**config.mk**
```make
export PLATFORM = sky130hd
export DESIGN_NAME = platform_field_flat
export DESIGN_NICKNAME = d
export VERILOG_FILES = /design/src/rtl/platform_field_if.sv /design/src/rtl/platform_field.sv /design/src/flat_wrapper.sv
export SDC_FILE = /design/constraint.sdc
export NUM_CORES = 2
export LEC_CHECK = 0
export CAP_MARGIN = 10
export CELL_PAD_IN_SITES_DETAIL_PLACEMENT = 1
export CELL_PAD_IN_SITES_GLOBAL_PLACEMENT = 1
export CORE_MARGIN = 3
export CORE_UTILIZATION = 40
export DETAILED_ROUTE_END_ITERATION = 6
export HOLD_SLACK_MARGIN = 0.1
export MAX_ROUTING_LAYER = met4
export PLACE_DENSITY_LB_ADDON = 0.12
export SLEW_MARGIN = 20
export SYNTH_ARGS = -nofsm -noshare
export SYNTH_HDL_FRONTEND = slang
export SYNTH_SLANG_ARGS = --single-unit
```
**constraint.sdc**
```tcl
create_clock -name Clk -period 29.6 [get_ports Clk]
set_clock_uncertainty 0.15 [all_clocks]
set_input_delay 5.92 -clock Clk [delete_from_list [all_inputs] [get_ports Clk]]
set_output_delay 5.92 -clock Clk [all_outputs]
set_load 0.05 [all_outputs]
```
**src/rtl/platform_field_if.sv**
```systemverilog
// Bundle of frame/pixel/ball signals between the video pipeline and the platform store.
// The master drives the frame strobe and queries; the slave (platform_field) answers.
interface platform_field_if;
  logic       frame_clk;
  logic [9:0] scroll_amt;
  logic [9:0] DrawX;
  logic [9:0] DrawY;
  logic [9:0] BallX;
  logic [9:0] BallBottom;
  logic       platform_on;
  logic [4:0] plat_idx;
  logic       land;
  logic       update_done;

  modport master (
    output frame_clk, scroll_amt, DrawX, DrawY, BallX, BallBottom,
    input  platform_on, plat_idx, land, update_done
  );

  modport slave (
    input  frame_clk, scroll_amt, DrawX, DrawY, BallX, BallBottom,
    output platform_on, plat_idx, land, update_done
  );
endinterface

```
**src/rtl/platform_field.sv**
```systemverilog
// Platform slot store for Doodle-Jump: scrolls/respawns NUM_PLAT slots once per frame and answers
// pixel and ball-landing queries. Define PLATFORM_FIELD_MOVING_EN to make odd slots drift sideways.
//
// state    | meaning
// ---------+---------------------------------------------------------
// S_IDLE   | waiting for a frame tick (or a pending one)
// S_UPDATE | scrolling slot idx_q, one slot per clock
// S_DONE   | all slots written; raises update_done next cycle
module platform_field #(
  parameter int         NUM_PLAT  = 16,
  parameter int         PLAT_HW   = 4,
  parameter int         PLAT_HH   = 4,
  parameter int         SCREEN_W  = 640,
  parameter int         SCREEN_H  = 480,
  parameter int         SPACING   = 30,
  parameter logic [9:0] LFSR_SEED = 10'h2A5
) (
  input logic              Clk,
  input logic              Reset,
  platform_field_if.slave  bus
);

  localparam int RANGE     = SCREEN_W - 2 * PLAT_HW;
  localparam int RESPAWN_Y = SCREEN_H + PLAT_HH;
  localparam int WRAP      = NUM_PLAT * SPACING;
  localparam int IDX_W     = (NUM_PLAT > 1) ? $clog2(NUM_PLAT) : 1;

  typedef enum logic [1:0] {
    S_IDLE,
    S_UPDATE,
    S_DONE
  } state_t;

  state_t             state_q, state_d;
  logic [IDX_W-1:0]   idx_q, idx_d;
  logic [9:0]         amt_q, amt_d;
  logic               pend_q, pend_d;
  logic [9:0]         lfsr_q, lfsr_d;
  logic signed [10:0] y_q [NUM_PLAT];
  logic signed [10:0] y_d [NUM_PLAT];
  logic [9:0]         x_q [NUM_PLAT];
  logic [9:0]         x_d [NUM_PLAT];

  logic sync1_q, sync2_q, prev_q;
  logic frame_tick;

  logic       on_q, on_d;
  logic [4:0] pidx_q, pidx_d;
  logic       land_q, land_d;
  logic       done_q, done_d;

  logic [10:0] cur_y;
  logic [11:0] ny;
  logic        respawn;
  logic [9:0]  lfsr_mod;
  logic [9:0]  lfsr_step;

`ifdef PLATFORM_FIELD_MOVING_EN
  localparam int X_HI = SCREEN_W - 1 - PLAT_HW;
  logic [NUM_PLAT-1:0] dir_q, dir_d;
  logic [9:0]          cur_x;
  assign cur_x = x_q[idx_q];
`endif

  // frame_clk comes from another domain: two-flop sync, then rising-edge detect
  assign frame_tick = sync2_q & ~prev_q;

  always_ff @(posedge Clk or posedge Reset) begin
    if (Reset) begin
      sync1_q <= 1'b0;
      sync2_q <= 1'b0;
      prev_q  <= 1'b0;
    end else begin
      sync1_q <= bus.frame_clk;
      sync2_q <= sync1_q;
      prev_q  <= sync2_q;
    end
  end

  always_ff @(posedge Clk or posedge Reset) begin
    if (Reset) begin
      state_q <= S_IDLE;
      idx_q   <= '0;
      amt_q   <= '0;
      pend_q  <= 1'b0;
    end else begin
      state_q <= state_d;
      idx_q   <= idx_d;
      amt_q   <= amt_d;
      pend_q  <= pend_d;
    end
  end

  always_comb begin
    state_d = state_q;
    idx_d   = idx_q;
    amt_d   = amt_q;
    pend_d  = pend_q;
    done_d  = 1'b0;
    case (state_q)
      S_IDLE: begin
        if (frame_tick || pend_q) begin
          amt_d   = (bus.scroll_amt > 10'(SPACING)) ? 10'(SPACING) : bus.scroll_amt;
          idx_d   = '0;
          pend_d  = 1'b0;
          state_d = S_UPDATE;
        end
      end
      S_UPDATE: begin
        if (frame_tick) pend_d = 1'b1;
        if (idx_q == IDX_W'(NUM_PLAT - 1)) begin
          state_d = S_DONE;
        end else begin
          idx_d = idx_q + 1'b1;
        end
      end
      S_DONE: begin
        if (frame_tick) pend_d = 1'b1;
        done_d  = 1'b1;
        state_d = S_IDLE;
      end
      default: state_d = S_IDLE;
    endcase
  end

  // Slot datapath: only the slot at idx_q is rewritten during S_UPDATE
  assign cur_y     = y_q[idx_q];
  assign ny        = {cur_y[10], cur_y} + {2'b00, amt_q};
  assign respawn   = (state_q == S_UPDATE) && ($signed(ny) >= $signed(12'(RESPAWN_Y)));
  assign lfsr_mod  = (lfsr_q >= 10'(RANGE)) ? (lfsr_q - 10'(RANGE)) : lfsr_q;
  assign lfsr_step = {lfsr_q[8:0], lfsr_q[9] ^ lfsr_q[6]};

  always_comb begin
    y_d    = y_q;
    x_d    = x_q;
    lfsr_d = lfsr_q;
`ifdef PLATFORM_FIELD_MOVING_EN
    dir_d  = dir_q;
`endif
    if (state_q == S_UPDATE) begin
      if (respawn) begin
        y_d[idx_q] = 11'(ny - 12'(WRAP));
        x_d[idx_q] = lfsr_mod + 10'(PLAT_HW);
        lfsr_d     = lfsr_step;
`ifdef PLATFORM_FIELD_MOVING_EN
        dir_d[idx_q] = 1'b1;
`endif
      end else begin
        y_d[idx_q] = ny[10:0];
`ifdef PLATFORM_FIELD_MOVING_EN
        if (idx_q[0]) begin
          if (dir_q[idx_q]) begin
            if (cur_x >= 10'(X_HI - 1)) begin
              x_d[idx_q]   = 10'(X_HI);
              dir_d[idx_q] = 1'b0;
            end else begin
              x_d[idx_q] = cur_x + 10'd1;
            end
          end else begin
            if (cur_x <= 10'(PLAT_HW + 1)) begin
              x_d[idx_q]   = 10'(PLAT_HW);
              dir_d[idx_q] = 1'b1;
            end else begin
              x_d[idx_q] = cur_x - 10'd1;
            end
          end
        end
`endif
      end
    end
  end

  always_ff @(posedge Clk or posedge Reset) begin
    if (Reset) begin
      lfsr_q <= LFSR_SEED;
      for (int i = 0; i < NUM_PLAT; i++) begin
        y_q[i] <= 11'(i * SPACING);
        x_q[i] <= 10'(PLAT_HW + ((i * 97 + 53) % RANGE));
      end
    end else begin
      lfsr_q <= lfsr_d;
      y_q    <= y_d;
      x_q    <= x_d;
    end
  end

`ifdef PLATFORM_FIELD_MOVING_EN
  always_ff @(posedge Clk or posedge Reset) begin
    if (Reset) dir_q <= '1;
    else       dir_q <= dir_d;
  end
`endif

  // |p - c| <= lim with p unsigned and c signed, both widened to 12 bits
  function automatic logic near(input logic [9:0] p, input logic [10:0] c, input logic [11:0] lim);
    logic [11:0] d;
    d = {2'b00, p} - {c[10], c};
    if (d[11]) d = -d;
    return (d <= lim);
  endfunction

  always_comb begin
    on_d   = 1'b0;
    pidx_d = '0;
    land_d = 1'b0;
    // descending scan so the lowest hitting index is the one that sticks
    for (int i = NUM_PLAT - 1; i >= 0; i--) begin
      if (!y_q[i][10] && near(bus.DrawX, {1'b0, x_q[i]}, 12'(PLAT_HW)) &&
          near(bus.DrawY, y_q[i], 12'(PLAT_HH))) begin
        on_d   = 1'b1;
        pidx_d = 5'(i);
      end
      if (!y_q[i][10] && near(bus.BallX, {1'b0, x_q[i]}, 12'(PLAT_HW)) &&
          near(bus.BallBottom, y_q[i], 12'(PLAT_HH))) begin
        land_d = 1'b1;
      end
    end
  end

  always_ff @(posedge Clk or posedge Reset) begin
    if (Reset) begin
      on_q   <= 1'b0;
      pidx_q <= '0;
      land_q <= 1'b0;
      done_q <= 1'b0;
    end else begin
      on_q   <= on_d;
      pidx_q <= pidx_d;
      land_q <= land_d;
      done_q <= done_d;
    end
  end

  assign bus.platform_on = on_q;
  assign bus.plat_idx    = pidx_q;
  assign bus.land        = land_q;
  assign bus.update_done = done_q;

endmodule
```
**src/flat_wrapper.sv**
```systemverilog
// flat-port wrapper written by rule: the top's interface ports become plain ports
module platform_field_flat 
#(
  parameter int         NUM_PLAT  = 16,
  parameter int         PLAT_HW   = 4,
  parameter int         PLAT_HH   = 4,
  parameter int         SCREEN_W  = 640,
  parameter int         SCREEN_H  = 480,
  parameter int         SPACING   = 30,
  parameter logic [9:0] LFSR_SEED = 10'h2A5
)
  (Clk, Reset, bus_frame_clk, bus_scroll_amt, bus_DrawX, bus_DrawY, bus_BallX, bus_BallBottom, bus_platform_on, bus_plat_idx, bus_land, bus_update_done);
  platform_field_if bus_i ();
  input logic Clk;
  input logic Reset;
  input wire logic [$bits(bus_i.frame_clk)-1:0] bus_frame_clk;
  input wire logic [$bits(bus_i.scroll_amt)-1:0] bus_scroll_amt;
  input wire logic [$bits(bus_i.DrawX)-1:0] bus_DrawX;
  input wire logic [$bits(bus_i.DrawY)-1:0] bus_DrawY;
  input wire logic [$bits(bus_i.BallX)-1:0] bus_BallX;
  input wire logic [$bits(bus_i.BallBottom)-1:0] bus_BallBottom;
  output wire logic [$bits(bus_i.platform_on)-1:0] bus_platform_on;
  output wire logic [$bits(bus_i.plat_idx)-1:0] bus_plat_idx;
  output wire logic [$bits(bus_i.land)-1:0] bus_land;
  output wire logic [$bits(bus_i.update_done)-1:0] bus_update_done;
  assign bus_i.frame_clk = bus_frame_clk;
  assign bus_i.scroll_amt = bus_scroll_amt;
  assign bus_i.DrawX = bus_DrawX;
  assign bus_i.DrawY = bus_DrawY;
  assign bus_i.BallX = bus_BallX;
  assign bus_i.BallBottom = bus_BallBottom;
  assign bus_platform_on = bus_i.platform_on;
  assign bus_plat_idx = bus_i.plat_idx;
  assign bus_land = bus_i.land;
  assign bus_update_done = bus_i.update_done;
  platform_field #(.NUM_PLAT(NUM_PLAT), .PLAT_HW(PLAT_HW), .PLAT_HH(PLAT_HH), .SCREEN_W(SCREEN_W), .SCREEN_H(SCREEN_H), .SPACING(SPACING), .LFSR_SEED(LFSR_SEED)) u_core (.Clk(Clk), .Reset(Reset), .bus(bus_i));
endmodule
```
Yosys cells after proc, flatten, opt, wreduce, memory -nomap -nowiden:

Index checks and enable logic that the tools add are counted.

* $add $sub $neg: 133
* $lt $le $gt $ge: 69
* eq/ne operators: 7
* muxes and demuxes: 135
* bitwise operators: 4
* reduce and logical (&&, ||, !) cells: 92

Operators by type and width (count)
* $le A12 B3 Y1 const B: 64
* $mux W12: 64
* $neg A12 Y12: 64
* $sub A11 B11 Y12: 32
* $bwmux W176: 2
* $sub A10 B10 Y11: 32
* $mux W176: 1
* $bwmux W160: 1
* $mux W4: 18
* $logic_and A1 B1 Y1: 66
* $bmux W11 S4: 1
* $demux W11 S4: 1
* $demux W10 S4: 1
* $mux W1: 35
* $mux W11: 3
* $mux W10: 3
* $logic_not A1 Y1: 16
* $add A11 B11 Y12: 1
* $ge A12 B10 Y1 const B: 1
* $sub A11 B9 Y11 const B: 1
* $add A10 B3 Y10 const B: 1
* $ge A10 B10 Y1 const B: 1
* $gt A10 B5 Y1 const B: 1
* $sub A10 B10 Y10 const B: 1
* other kinds (22): 29

* flip-flop bits (word level): 373
* input port bits: 53
* logic and storage cells: 484

Longest topological paths before layout:

* depth after elaboration: 22
* mapped depth: 24

Worst setup path before layout:

Ideal clock, no wire load.

* path kind: input-to-reg
* from: input port bus_DrawX[1]
* to: register u_core.pidx_q[3], in the netlist u_core.bus.plat_idx[3]
* library setup time: 0.134 ns
* arrival: 9.517 ns
* setup slack: 19.799 ns
* stages: 14
* cells stage by stage: inv_1 > fa_1 > nor2b_1 > o31a_1 > o21a_1 > o41a_1 > a21oi_1 > o221ai_1 > or4_1 > or4b_4 > a2111oi_4 > nor2_1 > nor4b_1 > a21boi_1

* cells in the longest elaborated chain, start to end: 22
* elaborated cells between the ends (all ways): 112
* classes of those cells: add/sub: 32; order compare: 16; mux: 32; reduce/logical: 32

RTL lines
* from (decl): RTL line flat_wrapper.sv:18 `input wire logic [$bits(bus_i.DrawX)-1:0] bus_DrawX;`
* $sub A10 B10 Y11: RTL line platform_field.sv:197 `d = {2'b00, p} - {c[10], c};`
* $neg A12 Y12: RTL line platform_field.sv:198 `if (d[11]) d = -d;`
* $mux W12: RTL line platform_field.sv:198
* $le A12 B3 Y1: RTL line platform_field.sv:199 `return (d <= lim);`
* $logic_and A1 B1 Y1 (2 in a row): RTL line platform_field.sv:208 `if (!y_q[i][10] && near(bus.DrawX, {1'b0, x_q[i]}, 12'(PLAT_HW)) &&`
* $mux W4 (15 in a row): RTL line platform_field.sv:208
* $mux W4 *: RTL line platform_field.sv:208
* via u_core.pidx_d[3]: RTL line platform_field.sv:48 `logic [4:0] pidx_q, pidx_d;`
* to (signal assigned): RTL line platform_field.sv:228 `pidx_q <= pidx_d;`
* to (decl): RTL line platform_field.sv:48

The timed path passes the listed nets; every way through them passes the cells marked *.
A chain may end at the register's enable or synchronous reset.

Worst setup path in the final report:

* from: input port bus_BallBottom[1]
* to: register u_core.land_q, in the netlist u_core.bus.land

* cells in the longest elaborated chain, start to end: 21
* elaborated cells between the ends (all ways): 96
* classes of those cells: add/sub: 32; order compare: 16; mux: 32; reduce/logical: 16

RTL lines
* from (decl): RTL line flat_wrapper.sv:21 `input wire logic [$bits(bus_i.BallBottom)-1:0] bus_BallBottom;`
* $sub A11 B11 Y12: RTL line platform_field.sv:197
* $neg A12 Y12: RTL line platform_field.sv:198
* $mux W12: RTL line platform_field.sv:198
* $le A12 B3 Y1: RTL line platform_field.sv:199
* $logic_and A1 B1 Y1: RTL line platform_field.sv:213 `if (!y_q[i][10] && near(bus.BallX, {1'b0, x_q[i]}, 12'(PLAT_HW)) &&`
* $mux W1 (15 in a row): RTL line platform_field.sv:213
* $mux W1 *: RTL line platform_field.sv:213
* via u_core.land_d: RTL line platform_field.sv:49 `logic land_q, land_d;`
* to (signal assigned): RTL line platform_field.sv:229 `land_q <= land_d;`
* to (decl): RTL line platform_field.sv:49

Marks and branches as above.

==> reports/qor.log <==
qor: final_layout.regArea 9513 µm²
qor: logic_synthesis.ys_seq_elements 373
qor: power_and_ir_drop.power.net_switching 1.518 mW
qor: clock_tree.post_cts.resized_instances 0
qor: final_layout.flow.area_growth_from_synthesis 9.238%
qor: floorplanning.fp.coreArea 130100 µm²
qor: power_and_ir_drop.power_frac_seq 0.199
qor: critical_path.timing.critical_path.to_type flop
qor: grt.antenna_found_initial 11
qor: clock_tree.cts_setup_buffers 0
qor: timing.setup_ws 18.59 ns
qor: timing.period_needed 11.01 ns
qor: grt.grt_pass1_vias 53.41k
qor: logic_synthesis.synth_edf_count 0
qor: logic_synthesis.synth.cell_area 52680 µm²
qor: logic_synthesis.seq_area_frac_synth 0.1805
qor: place.dp_slack 17.95 ns
qor: logic_synthesis.synthFlopType dfrtp_1
qor: place.placed_cells_incl_taps 8503
qor: final_layout.fillerInstances 16.02k
qor: power_and_ir_drop.sw_frac_of_total 0.4811
qor: clock_tree.clock_path_buffers 3
qor: route.detailedRoute.firstPassIterationCount 5
qor: final_layout.final_nets 7595
qor: timing.fmax 0.09079 GHz
qor: clock_tree.ctsRootBufferMaster clkbuf_16
qor: power_and_ir_drop.cell_internal_pwr 1.638 mW
qor: clock_tree.clock_insertion_delay_worst_skew 0.70 ns
qor: clock_tree.cts.hold.buffers_added 0
qor: floorplanning.row_count 132
qor: logic_synthesis.synth.top_cell.area_share 0.1570
qor: logic_synthesis.post_synth_num_cell_types 102
qor: logic_synthesis.synthesis.area_per_instance 7.797 µm²
qor: critical_path.worst_setup_path_start_kind input pin
qor: critical_path.critical_path_class input pin to flop
qor: timing.final_min_period_over_clock_period 0.3721
qor: route.avgViaCountPerCell 6.196
qor: logic_synthesis.async_flop_share 1.000
qor: place.dp.final_hpwl 169.3 mm
qor: route.num_vias 53.36k
qor: final_layout.final_cell_mix nand2_1, ha_1, nor2_1
qor: power_and_ir_drop.power.leakage 22.74 nW
qor: logic_synthesis.synth_area_leaders ha_1, dfrtp_1, dfstp_2
qor: power_and_ir_drop.power_density_relative_to_cell_area 54.83 nW/µm²
qor: power_and_ir_drop.relative_contribution_of_the_clock_network_to_total_power 0.228
qor: power_and_ir_drop.comb_power_share 0.574
qor: route.route.detailed.drc 0
qor: floorplanning.floorplan.initialDensity 0.4048
qor: outcome.run_status completed
qor: timing.grt_setup_unrepaired no
qor: timing.worst_pin_slew 1.311 ns
qor: critical_path.arrival 11.40 ns
qor: floorplanning.ioPinCount 61
qor: place.gp_congestion 0.9769
qor: logic_synthesis.synth.largest_area_cell ha_1
qor: clock_tree.numCtsBuffers 53
qor: route.postRouteWirelength 224.5 mm
qor: grt.grt_max_degree 103
qor: clock_tree.clk_transition_reported_paths 0.06 ns
qor: place.numPortBuffers 59
qor: floorplanning.die_height 368.9 µm
qor: logic_synthesis.yosys_warnings 0
qor: critical_path.crit_required 29.99 ns
qor: job.maxCapViolations 0
qor: grt.global_route.overflow_total 0
qor: logic_synthesis.syn_inst 6757
qor: grt.grt_first_pass_wirelength 335.8 mm
qor: final_layout.share_of_layout_cells_above_drive_strength_1 0.08250
qor: critical_path.max_fo_critical_path 20
qor: timing.timing.slew.headroom 0.1184
qor: hold_path.hp-class flop to flop
qor: timing.final-hold-violation-count 0
qor: final_layout.fin_cells 8612
qor: timing.setup_total_negative_slack 0 ns
qor: floorplanning.die_width 368.9 µm
qor: power_and_ir_drop.power 3.156 mW
qor: clock_tree.htreeDepth 2
qor: logic_synthesis.synthesis.nets 7536
qor: floorplanning.die_area 136100 µm²
qor: power_and_ir_drop.ir_worst_vdd 0.05340 mV
qor: grt.grt_usage 0.3317
qor: timing.report.final.setup_viol 0
qor: route.initialDrtViolationCount 3591
qor: final_layout.multi_input_area 40980 µm²
qor: route.routed_wire_length_per_instance 26.07 µm
qor: clock_tree.tritoncts done
qor: route.postRouteAntennaNets 0
qor: timing.drv_slew 0
qor: clock_tree.clock_sink_count 373
## power by group through the flow
stage / registers [mW] / clock network [mW] / logic, mW
3_5_place_dp: 0.633 / 0 / 1.77
2_1_floorplan: 0.595 / 0 / 1.23
6_report: 0.627 / 0.718 / 1.81
5_1_grt: 0.631 / 0.750 / 1.97
3_3_place_gp: 0.630 / 0 / 1.73
4_1_cts: 0.624 / 0.729 / 1.78
## critical path, cell delays in order
cell and delay (ns):
buf_2 0.07, buf_4 0.51, inv_1 0.56, buf_4 0.41
fa_1 0.48, nor2b_1 0.17, o31a_1 0.20, o221a_2 0.24
or4_1 0.11, nand3_1 0.12, nor4_1 0.35, a211oi_1 0.10
o2111ai_1 0.09, a2111oi_0 0.09, buf_4 0.17, a311o_1 0.39
a311oi_1 0.65, o41ai_1 0.20, or4_1 0.53
## final timing paths
kind                                    from          endpoint  slack (ns)  cells past startpoint
max in group asynchronous              Reset   u_core.idx_q[0]       21.46                      4
min in group asynchronous              Reset  u_core.lfsr_q[6]        5.64                      2
max reg2reg                  u_core.idx_q[0]    u_core.y_q[62]       21.47                     20
max                        bus_BallBottom[1]   u_core.bus.land       18.59                     19
min                           u_core.sync2_q     u_core.prev_q        0.22                      0
min reg2reg                   u_core.sync2_q     u_core.prev_q        0.22                      0
## per-layer routing
metal / GRT usage / share of wire / up-vias
met5: - / 0 / -
met4: 0.1443 / 0.053 / 0
met3: 0.03953 / 0.050 / 438
met2: 0.5360 / 0.46 / 1252
met1: 0.4174 / 0.44 / 26719
li1: - / - / 24948
## per-stage QoR
step	area, µm²	hold slack [ns]	utilization
6_report	57550	0.2200	0.4422
2_1_floorplan	52680	0.1812	-
5_1_grt	57540	0.2363	0.4422
3_5_place_dp	55620	0.2096	0.4274
4_1_cts	57520	0.2225	0.4419
3_3_place_gp	55590	0.2045	0.4272
## logic make-up (layout without fill, tap and decap cells)
kind of cell    Yosys count  count (layout)  synth area share
xor+xnor                423             423           0.07032
fa+ha+maj               746             746            0.1855
mux                     152             152           0.04318
flops                   373             373            0.1805
buf+inv                 616             720           0.04448
other cells               1              10        0.00007118
simple gates           2284            2284            0.2104
compound gates         2162            2162            0.2655
## final cells by class
class / instances / share of cell area
antenna: 9 / 0.0003913
inverter: 465 / 0.03046
clock inverter: 33 / 0.007718
clock buffer: 67 / 0.02518
sequential: 373 / 0.1653
timing repair buffer: 155 / 0.02109
tap: 1742 / 0.03787
multi-input combinational: 5768 / 0.7120
## synth_stat cells (all sizes together) (65+ instances only)
cell	instances
a211oi	68
ha	661
inv	464
xor2	161
fa	65
a21o	108
nor3	166
nor2	597
dfrtp	232
clkbuf	121
nand2b	102
nand2	660
or3	65
dfstp	141
or2	70
o31ai	66
o21a	189
nand3	127
a21oi	448
o21ai	650
a31oi	81
xnor2	262
nor2b	175
(Power assumes the default switching activity.)
